[src/rtl/bus_result_monitor_pkg.sv]
// Shared types and default constants for the bus result monitor and its benches.
package monitor_pkg;
  typedef enum logic [1:0] {ST_IDLE, ST_RUN, ST_HALT, ST_TIMEOUT} mon_state_t;

  localparam logic [15:0] DEF_RESULT_ADDR = 16'h0021;
  localparam logic [7:0]  DEF_EXPECT      = 8'h0C;
  localparam int          DEF_LOOP_COUNT  = 3;
  localparam int          DEF_TIMEOUT     = 1000;
endpackage

[src/rtl/bus_result_monitor_if.sv]
// Snooped memory bus plus the monitor verdict; the bench is master, the monitor is slave.
interface bus_result_monitor_if;
  logic [15:0] addr;
  logic [7:0]  wdata;
  logic        we;
  logic        fetch;
  logic        done;
  logic        pass;
  logic        fail;
  logic        timed_out;
  logic [7:0]  result;
  logic        result_valid;
  logic [15:0] halt_pc;
  logic [15:0] cycles;

  modport master (
    output addr, wdata, we, fetch,
    input  done, pass, fail, timed_out, result, result_valid, halt_pc, cycles
  );
  modport slave (
    input  addr, wdata, we, fetch,
    output done, pass, fail, timed_out, result, result_valid, halt_pc, cycles
  );
endinterface

[src/rtl/fetch_loop_detector.sv]
// Tracks the last opcode fetch address and how many times in a row it was fetched.
module fetch_loop_detector #(
  parameter int LOOP_COUNT = 3
) (
  input  logic        clk,
  input  logic        rst_n,
  input  logic        en,
  input  logic        fetch_i,
  input  logic [15:0] addr_i,
  output logic        hit_o
);
  localparam logic [3:0] LC = 4'(LOOP_COUNT);

  logic [15:0] addr_q, addr_d;
  logic [3:0]  cnt_q, cnt_d;

  always_comb begin
    addr_d = addr_q;
    cnt_d  = cnt_q;
    if (en && fetch_i) begin
      if (cnt_q != 4'd0 && addr_i == addr_q) begin
        cnt_d = (cnt_q == 4'hF) ? cnt_q : cnt_q + 4'd1;
      end else begin
        cnt_d  = 4'd1;
        addr_d = addr_i;
      end
    end
  end

  // Combinational so the parent can register the verdict on the completing edge.
  assign hit_o = en && fetch_i && (cnt_d >= LC);

  always_ff @(posedge clk or negedge rst_n) begin
    if (!rst_n) begin
      addr_q <= '0;
      cnt_q  <= '0;
    end else begin
      addr_q <= addr_d;
      cnt_q  <= cnt_d;
    end
  end
endmodule

[src/rtl/bus_result_monitor.sv]
// Snoops writes and fetches, captures the result byte, and latches a pass/fail verdict
// on a jump-to-self loop or on watchdog expiry.
module bus_result_monitor
  import monitor_pkg::*;
#(
  parameter logic [15:0] RESULT_ADDR = DEF_RESULT_ADDR,
  parameter logic [7:0]  EXPECT      = DEF_EXPECT,
  parameter int          LOOP_COUNT  = DEF_LOOP_COUNT,
  parameter int          TIMEOUT     = DEF_TIMEOUT
) (
  input  logic                  ph2,
  input  logic                  resetb,
  bus_result_monitor_if.slave   bus
);
  localparam logic [15:0] TO_CYC = 16'(TIMEOUT);

  mon_state_t  state_q, state_d;
  logic        done_q, done_d, pass_q, pass_d, fail_q, fail_d, to_q, to_d;
  logic [7:0]  result_q, result_d;
  logic        rv_q, rv_d;
  logic [15:0] halt_pc_q, halt_pc_d, cycles_q, cycles_d;
  logic        active, capture, hit, pass_now;
  logic [15:0] cycles_inc;

  assign active = (state_q == ST_IDLE) || (state_q == ST_RUN);

  fetch_loop_detector #(.LOOP_COUNT(LOOP_COUNT)) u_det (
    .clk     (ph2),
    .rst_n   (resetb),
    .en      (active),
    .fetch_i (bus.fetch),
    .addr_i  (bus.addr),
    .hit_o   (hit)
  );

  assign capture    = active && bus.we && (bus.addr == RESULT_ADDR);
  assign cycles_inc = (cycles_q == 16'hFFFF) ? cycles_q : cycles_q + 16'd1;

  always_comb begin
    result_d  = capture ? bus.wdata : result_q;
    rv_d      = rv_q | capture;
    // Verdict sees a result write landing on the loop-completing cycle.
    pass_now  = rv_d && (result_d == EXPECT);
    state_d   = state_q;
    done_d    = done_q;
    pass_d    = pass_q;
    fail_d    = fail_q;
    to_d      = to_q;
    halt_pc_d = halt_pc_q;
    cycles_d  = cycles_q;
    case (state_q)
      ST_IDLE: begin
        if (bus.fetch) begin
          state_d  = ST_RUN;
          cycles_d = 16'd1;
        end
      end
      ST_RUN: begin
        cycles_d = cycles_inc;
        if (hit) begin
          state_d   = ST_HALT;
          done_d    = 1'b1;
          pass_d    = pass_now;
          fail_d    = !pass_now;
          halt_pc_d = bus.addr;
        end else if (cycles_inc >= TO_CYC) begin
          state_d = ST_TIMEOUT;
          done_d  = 1'b1;
          fail_d  = 1'b1;
          to_d    = 1'b1;
        end
      end
      default: ;
    endcase
  end

  always_ff @(posedge ph2 or negedge resetb) begin
    if (!resetb) begin
      state_q   <= ST_IDLE;
      done_q    <= 1'b0;
      pass_q    <= 1'b0;
      fail_q    <= 1'b0;
      to_q      <= 1'b0;
      result_q  <= '0;
      rv_q      <= 1'b0;
      halt_pc_q <= '0;
      cycles_q  <= '0;
    end else begin
      state_q   <= state_d;
      done_q    <= done_d;
      pass_q    <= pass_d;
      fail_q    <= fail_d;
      to_q      <= to_d;
      result_q  <= result_d;
      rv_q      <= rv_d;
      halt_pc_q <= halt_pc_d;
      cycles_q  <= cycles_d;
    end
  end

  assign bus.done         = done_q;
  assign bus.pass         = pass_q;
  assign bus.fail         = fail_q;
  assign bus.timed_out    = to_q;
  assign bus.result       = result_q;
  assign bus.result_valid = rv_q;
  assign bus.halt_pc      = halt_pc_q;
  assign bus.cycles       = cycles_q;
endmodule

[src/flat_wrapper.sv]
// flat-port wrapper written by rule: the top's interface ports become plain ports
module bus_result_monitor_flat import monitor_pkg::*;
#(
  parameter logic [15:0] RESULT_ADDR = DEF_RESULT_ADDR,
  parameter logic [7:0]  EXPECT      = DEF_EXPECT,
  parameter int          LOOP_COUNT  = DEF_LOOP_COUNT,
  parameter int          TIMEOUT     = DEF_TIMEOUT
)
  (ph2, resetb, bus_addr, bus_wdata, bus_we, bus_fetch, bus_done, bus_pass, bus_fail, bus_timed_out, bus_result, bus_result_valid, bus_halt_pc, bus_cycles);
  bus_result_monitor_if bus_i ();
  input  logic ph2;
  input  logic resetb;
  input wire logic [$bits(bus_i.addr)-1:0] bus_addr;
  input wire logic [$bits(bus_i.wdata)-1:0] bus_wdata;
  input wire logic [$bits(bus_i.we)-1:0] bus_we;
  input wire logic [$bits(bus_i.fetch)-1:0] bus_fetch;
  output wire logic [$bits(bus_i.done)-1:0] bus_done;
  output wire logic [$bits(bus_i.pass)-1:0] bus_pass;
  output wire logic [$bits(bus_i.fail)-1:0] bus_fail;
  output wire logic [$bits(bus_i.timed_out)-1:0] bus_timed_out;
  output wire logic [$bits(bus_i.result)-1:0] bus_result;
  output wire logic [$bits(bus_i.result_valid)-1:0] bus_result_valid;
  output wire logic [$bits(bus_i.halt_pc)-1:0] bus_halt_pc;
  output wire logic [$bits(bus_i.cycles)-1:0] bus_cycles;
  assign bus_i.addr = bus_addr;
  assign bus_i.wdata = bus_wdata;
  assign bus_i.we = bus_we;
  assign bus_i.fetch = bus_fetch;
  assign bus_done = bus_i.done;
  assign bus_pass = bus_i.pass;
  assign bus_fail = bus_i.fail;
  assign bus_timed_out = bus_i.timed_out;
  assign bus_result = bus_i.result;
  assign bus_result_valid = bus_i.result_valid;
  assign bus_halt_pc = bus_i.halt_pc;
  assign bus_cycles = bus_i.cycles;
  bus_result_monitor #(.RESULT_ADDR(RESULT_ADDR), .EXPECT(EXPECT), .LOOP_COUNT(LOOP_COUNT), .TIMEOUT(TIMEOUT)) u_core (.ph2(ph2), .resetb(resetb), .bus(bus_i));
endmodule
[config.mk]
export PLATFORM = sky130hd
export DESIGN_NAME = bus_result_monitor_flat
export DESIGN_NICKNAME = d
export VERILOG_FILES = /design/src/rtl/bus_result_monitor_pkg.sv /design/src/rtl/bus_result_monitor_if.sv /design/src/rtl/fetch_loop_detector.sv /design/src/rtl/bus_result_monitor.sv /design/src/flat_wrapper.sv
export SDC_FILE = /design/constraint.sdc
export NUM_CORES = 1
export LEC_CHECK = 0
export ABC_AREA = 1
export BUFFER_PORTS_ARGS = -buffer_cell sky130_fd_sc_hd__buf_2
export CAP_MARGIN = 40
export CORE_UTILIZATION = 40
export CTS_CLUSTER_SIZE = 16
export DETAILED_ROUTE_END_ITERATION = 8
export PLACE_DENSITY = 0.62
export RECOVER_POWER = 50
export SYNTH_ARGS = -nofsm -noshare
export SYNTH_HDL_FRONTEND = slang
export SYNTH_SLANG_ARGS = --single-unit
[constraint.sdc]
create_clock -name ph2 -period 1.74 [get_ports ph2]
set_input_delay 0.348 -clock ph2 [delete_from_list [all_inputs] [get_ports ph2]]
set_output_delay 0.348 -clock ph2 [all_outputs]
set_load 0.1 [all_outputs]
Yosys cells after proc, flatten, opt, wreduce, memory -nomap -nowiden
Cells that the tools add are included.
{"block": "word_totals", "register_bits": 67, "latchBits": 0, "ram_bits": 0, "mem_bits_ro": 0, "input_bits": 28, "out_inout_bits": 45, "wordCells": 58, "memories": 0}
{"block": "classes", "addsub": 2, "n_mul": 0, "div_mod_pow": 0, "magnitude_cmp": 2, "n_eq_ne": 8, "shift": 0, "muxes": 14, "bitwise": 3, "reduce_logical": 18}
{"cell": "16-bit two-way mux", "count": 2}
{"cell": "16-bit one-hot mux with 2 select lines", "count": 1}
{"cell": "16-bit by 1-bit adder with 16-bit output (second input constant)", "count": 1}
{"cell": "16-bit == test", "count": 1}
{"cell": "16-bit == test (second input constant)", "count": 1}
{"cell": "16-bit by 6-bit == test with 1-bit output (second input constant)", "count": 1}
{"cell": "16-bit by 10-bit >= comparator with 1-bit output (second input constant)", "count": 1}
{"cell": "4-bit two-way mux", "count": 3}
{"cell": "8-bit by 4-bit == test with 1-bit output (second input constant)", "count": 1}
{"cell": "8-bit two-way mux", "count": 1}
{"cell": "2-bit AND reduction", "count": 4}
{"cell": "1-bit logical AND", "count": 6}
{"cell": "2-bit two-way mux", "count": 3}
{"cell": "3-bit AND reduction", "count": 2}
{"cell": "4-bit by 1-bit adder with 4-bit output (second input constant)", "count": 1}
{"cell": "4-bit == test (second input constant)", "count": 1}
{"cell": "4-bit by 2-bit >= comparator with 1-bit output (second input constant)", "count": 1}
{"cell": "2-bit one-hot mux with 2 select lines", "count": 1}
{"cell": "2-bit nonzero test", "count": 2}
{"cell": "4-bit nonzero test", "count": 1}
{"cell": "1-bit two-way mux", "count": 3}
{"cell": "3-bit by 2-bit != test with 1-bit output (second input constant)", "count": 1}
{"cell": "2-bit by 1-bit == test with 1-bit output (second input constant)", "count": 1}
{"cell": "2-bit logical NOT", "count": 1}
{"cell": "other kinds (5)", "count": 6}

Logic depth before layout (Yosys ltp)
{"block": "logic_depth", "word_depth": 9, "ltp_mapped": 15, "mapped_depth_nobuf": 15}

By module
Synthesis repeated with hierarchy kept, for this count alone.
{"block": "unflattened", "hier_cells": 542, "hier_area_um2": 3857.4}
{"module": "bus_result_monitor", "instances": 1, "cells_each": 347, "area_per_inst_um2": 2587.5, "seq_area_each_um2": 1176.1}
{"module": "fetch_loop_detector", "instances": 1, "cells_each": 195, "area_per_inst_um2": 1270.0, "seq_area_each_um2": 500.5}

Least setup slack after synthesis
No wires, ideal clock.
{"block": "synth_timing", "kind": "reg-to-reg", "from": "register u_core.cycles_q[0], in the netlist u_core.bus.cycles[0]", "to": "register u_core.fail_q, in the netlist u_core.bus.fail", "setup_ns": 0.121, "t_arrival_ns": 2.429, "t_required_ns": 1.619, "setup_slack_ns": -0.809, "stages_incl_launch_ff": 13, "synth_period_minus_slack_ns": 2.549, "path_cell_list": "dfrtp_1 -> ha_1 -> nand3_2 -> nor3_4 -> inv_2 -> nor2_2 -> a21oi_1 -> nor2_1 -> nand3_1 -> nand3_1 -> nand2_2 -> nand3_1 -> nand2_1"}
{"block": "synth_between", "elab_chain_len": 5, "elab_cells_between_ends": 6, "classes_between": "add/sub: 1; order compare: 1; eq/ne: 1; mux: 1; reduce/logical: 2"}
{"item": "start, declared", "line": "bus_result_monitor.sv:21", "rtl": "logic [15:0] halt_pc_q, halt_pc_d, cycles_q, cycles_d;"}
{"item": "start signal, assigned", "line": "bus_result_monitor.sv:97", "rtl": "cycles_q <= cycles_d;"}
{"item": "16-bit by 1-bit adder with 16-bit output or 16-bit == test (tied branches)", "line": "bus_result_monitor.sv:37", "rtl": "assign cycles_inc = (cycles_q == 16'hFFFF) ? cycles_q : cycles_q + 16'd1;"}
{"item": "16-bit two-way mux (*)", "line": "bus_result_monitor.sv:37"}
{"item": "16-bit by 10-bit >= comparator with 1-bit output (*)", "line": "bus_result_monitor.sv:66", "rtl": "end else if (cycles_inc >= TO_CYC) begin"}
{"item": "2-bit nonzero test (no source line) (*)"}
{"item": "2-bit AND reduction (no source line) (*)"}
{"item": "end signal, assigned", "line": "bus_result_monitor.sv:92", "rtl": "fail_q <= fail_d;"}
{"item": "end, declared", "line": "bus_result_monitor.sv:18", "rtl": "logic done_q, done_d, pass_q, pass_d, fail_q, fail_d, to_q, to_d;"}
Mark *: on every way between the ends. The rest lies on a longest branch, timed or not.
A chain may end at the register's enable or synchronous reset.

Final worst setup path
Ends and elaborated chain as after synthesis.

==> flow_metrics.tcl <==
set metrics [dict create \
    outcome "finished, violations left" \
    violations "setup timing" \
    ys_seq_area_frac 0.4650 \
    async_flop_share 1.000 \
    startpoint "u_core.bus.cycles[0]" \
    yosysMostFrequentCell "nand2_1" \
    wl_per_cell_um 13.27 \
    leakage_nw 2.754 \
    synth_ff_type "dfrtp_1" \
    grt_antenna_before_repair 0 \
    fin_skew_ps 13.27 \
    synth_area_per_cell_um2 7.624 \
    yosysTopAreaCell "dfrtp_1" \
    routed_wl_um 9913 \
    synth_simple_gate_area_frac 0.2866 \
    syn_nets 504 \
    synth_common_cells "nand2_1, dfrtp_1, inv_1, nor2_1, nand3_1" \
    p_per_area_nw_per_um2 550.5 \
    grt_max_degree 32 \
    worstReg2RegStart "u_core.bus.cycles[0]" \
    place_worst_setup_slack_ps -249.0 \
    synthMuxAreaShare 0.002776 \
    vias 3574 \
    cp.required_ps 2030 \
    ys_warn_count 0 \
    fillerInstances 761 \
    cts_tree "built" \
    vias_per_cell 4.784 \
    synth_area_leaders "dfrtp_1, nand2_1, inv_1" \
    htree_levels 3 \
    grtUsageMet3 0.02962 \
    synth_fa_ha_area_frac 0.01041 \
    overflow 0 \
    max_slew_margin 0.4056 \
    gp_congestion 0.8323 \
    firstDrtPassIters 4 \
    core_um2 8721 \
    synthToLayoutAreaGrowth_pct 46.98 \
    synth_top_family_by_area "simple AND/OR/NAND/NOR gates" \
    grt_pass1_wl_um 16100 \
    io_pins 73 \
    grt_pass1_vias 3541 \
    worstPathMaxFanout 6 \
    synth_compound_area_frac 0.1152 \
    final_max_slew_viol_count 0 \
    ir_worst_vdd_v 0.0003399 \
    max_freq_mhz 524.8 \
    end_kind "flip-flop" \
    finalHoldViolations 0 \
    diodes 0 \
    fin_crit_sh 1.095 \
    hp-class "input pin to flip-flop" \
    synth_edf_count 0 \
    syn_inst 473 \
    setup_tns_ps -2413 \
    setup_ws_ps -165.7 \
    drt_iter0_markers 146 \
    clk_latency_ps 350 \
    multi_input_area_um2 1868 \
    r2r_cells 13 \
    cp-start-kind "flip-flop" \
    final_util 0.6077 \
    drive_above_1_share 0.4476 \
    clock-sinks 67 \
    crit_type "flip-flop to flip-flop" \
    worstMarginPinSlew_ps 891.6 \
    holdWs_ps 278.4 \
    synth-xor-area-share 0.02429 \
    syn_area_um2 3606 \
    regArea_um2 1729 \
    min_period_ps 1906 \
    cp-endpoint "u_core.bus.fail" \
    r2r_end "u_core.bus.fail" \
    ctsRootBufferMaster "clkbuf_8" \
    ys_seq_elements 67 \
    dieArea_um2 9398 \
    start_util 0.4135 \
    portBuffers 72 \
    dp_hpwl_um 7090 \
    die_h_um 96.95 \
    met1_usage 0.2719 \
    reg2reg_setup_slack_ps -170 \
    clk_pin_slew_worst_paths_ps 80 \
    rsz0062_at_grt "yes" \
    antenna_left 0 \
    numCtsBuffers 9 \
    rows 34 \
    synth_top_cell_area_share 0.4650 \
    final_nets 665 \
    synth_cell_types 33 \
    setup_viol 22 \
    busiest_layer "met2" \
    met2_usage 0.3651 \
    maxCapViolCount 0 \
    grt_use_total 0.2132 \
    die_width_um 96.95 \
    clockBufferDepth 2 \
    worstPathArrival_ps 2190 \
    drcViolationCount 0 \
]
## report_power, final
part	total (W)	switching, W	internal [W]	leakage, nW
logic	0.000164	0.0000946	0.0000691	1.86
clock network	0.00120	0.000646	0.000553	0.0843
registers	0.00156	0.000000000970	0.00156	0.811
## how the worst min path moves through the flow
stage / from / end / slack [ps] / depth (start not counted)
2_1_floorplan: resetb / u_core.bus.cycles[13] / 50 / 0
3_3_place_gp: resetb / u_core.bus.cycles[0] / 280 / 1
5_1_grt: bus_wdata[4] / u_core.bus.result[4] / 270 / 3
4_1_cts: bus_wdata[4] / u_core.bus.result[4] / 270 / 3
3_5_place_dp: resetb / u_core.bus.cycles[0] / 290 / 1
6_report: bus_wdata[4] / u_core.bus.result[4] / 280 / 3
## cells by family after synthesis
group	after synthesis
flops	67
simple gates	233
compound gates	74
xor+xnor	10
fa+ha+maj	3
mux	1
buf+inv	85
## metal layers
layer  vias to the layer above  routed length, um
met5                         -                  0
met4                         0                158
met3                        11                319
met2                        79               4905
met1                      1664               4530
li1                       1820                  -
## critical path, stage by stage, from the launching register on
cell and delay [ps]:
dfrtp_4 450, ha_4 150, nand3_4 100, nor3_4 320, nand3_4 160, nand2_2 90
inv_2 40, nor2_1 90, nand3_1 120, nand3_2 100, nand2_4 70, nand2_2 70
nand2_1 50, nand2_1 50
## sequential cells by signal (all words and copies together) (netlist names)
name	count
u_core.bus.result	8
u_core.u_det.addr_q	16
u_core.bus.cycles	16
u_core.bus.timed_out	1
u_core.bus.fail	1
u_core.u_det.cnt_q	4
u_core.bus.halt_pc	16
u_core.bus.result_valid	1
u_core.state_q	2
u_core.bus.pass	1
u_core.bus.done	1
## what timing repair did
action                     CTS  global route
gates resized for setup     13            41
cloned                       0             2
hold endpoints to repair    12             0
setup endpoints to repair   23            39
hold buffers                 1             0
setup buffers                6             4
pin swaps                   13            14
## stage by stage
step	cell area (um2)	total power, W	instances
6_report	5300	0.002918	747
2_1_floorplan	3734	0.001636	473
4_1_cts	5070	0.002942	741
3_5_place_dp	4775	0.001750	718
5_1_grt	5300	0.003031	747
3_3_place_gp	4775	0.001748	718
## layout make-up
cell class / count / area share
clock buffer: 10 / 0.02597
clock inverter: 6 / 0.007790
inverter: 76 / 0.05382
multi-input combinational: 321 / 0.3525
sequential: 67 / 0.3263
tap: 108 / 0.02550
timing repair buffer: 159 / 0.2082
## cell usage in the layout (no fill, tap or decap), types with 2 or more instances in the layout
| cell type | count |
|---|---|
| a21oi_1 | 9 |
| buf_12 | 4 |
| buf_2 | 71 |
| buf_4 | 75 |
| buf_6 | 2 |
| clkbuf_1 | 2 |
| clkbuf_16 | 2 |
| clkbuf_4 | 2 |
| clkbuf_8 | 10 |
| clkinv_2 | 2 |
| clkinvlp_4 | 3 |
| dfrtp_1 | 51 |
| dfrtp_2 | 3 |
| dfrtp_4 | 13 |
| ha_4 | 2 |
| inv_1 | 54 |
| inv_2 | 22 |
| nand2_1 | 113 |
| nand2_2 | 18 |
| nand2_4 | 6 |
| nand3_1 | 25 |
| nand3_2 | 8 |
| nand3_4 | 3 |
| nand3b_1 | 3 |
| nand4_1 | 7 |
| nor2_1 | 29 |
| nor2_2 | 11 |
| nor2_4 | 3 |
| nor3_1 | 3 |
| nor3_4 | 2 |
| o21a_1 | 2 |
| o21ai_0 | 29 |
| o21ai_1 | 7 |
| o21ai_2 | 16 |
| o22ai_1 | 7 |
| xnor2_1 | 6 |
| xor2_1 | 2 |
Power figures use the tool's default switching activity.
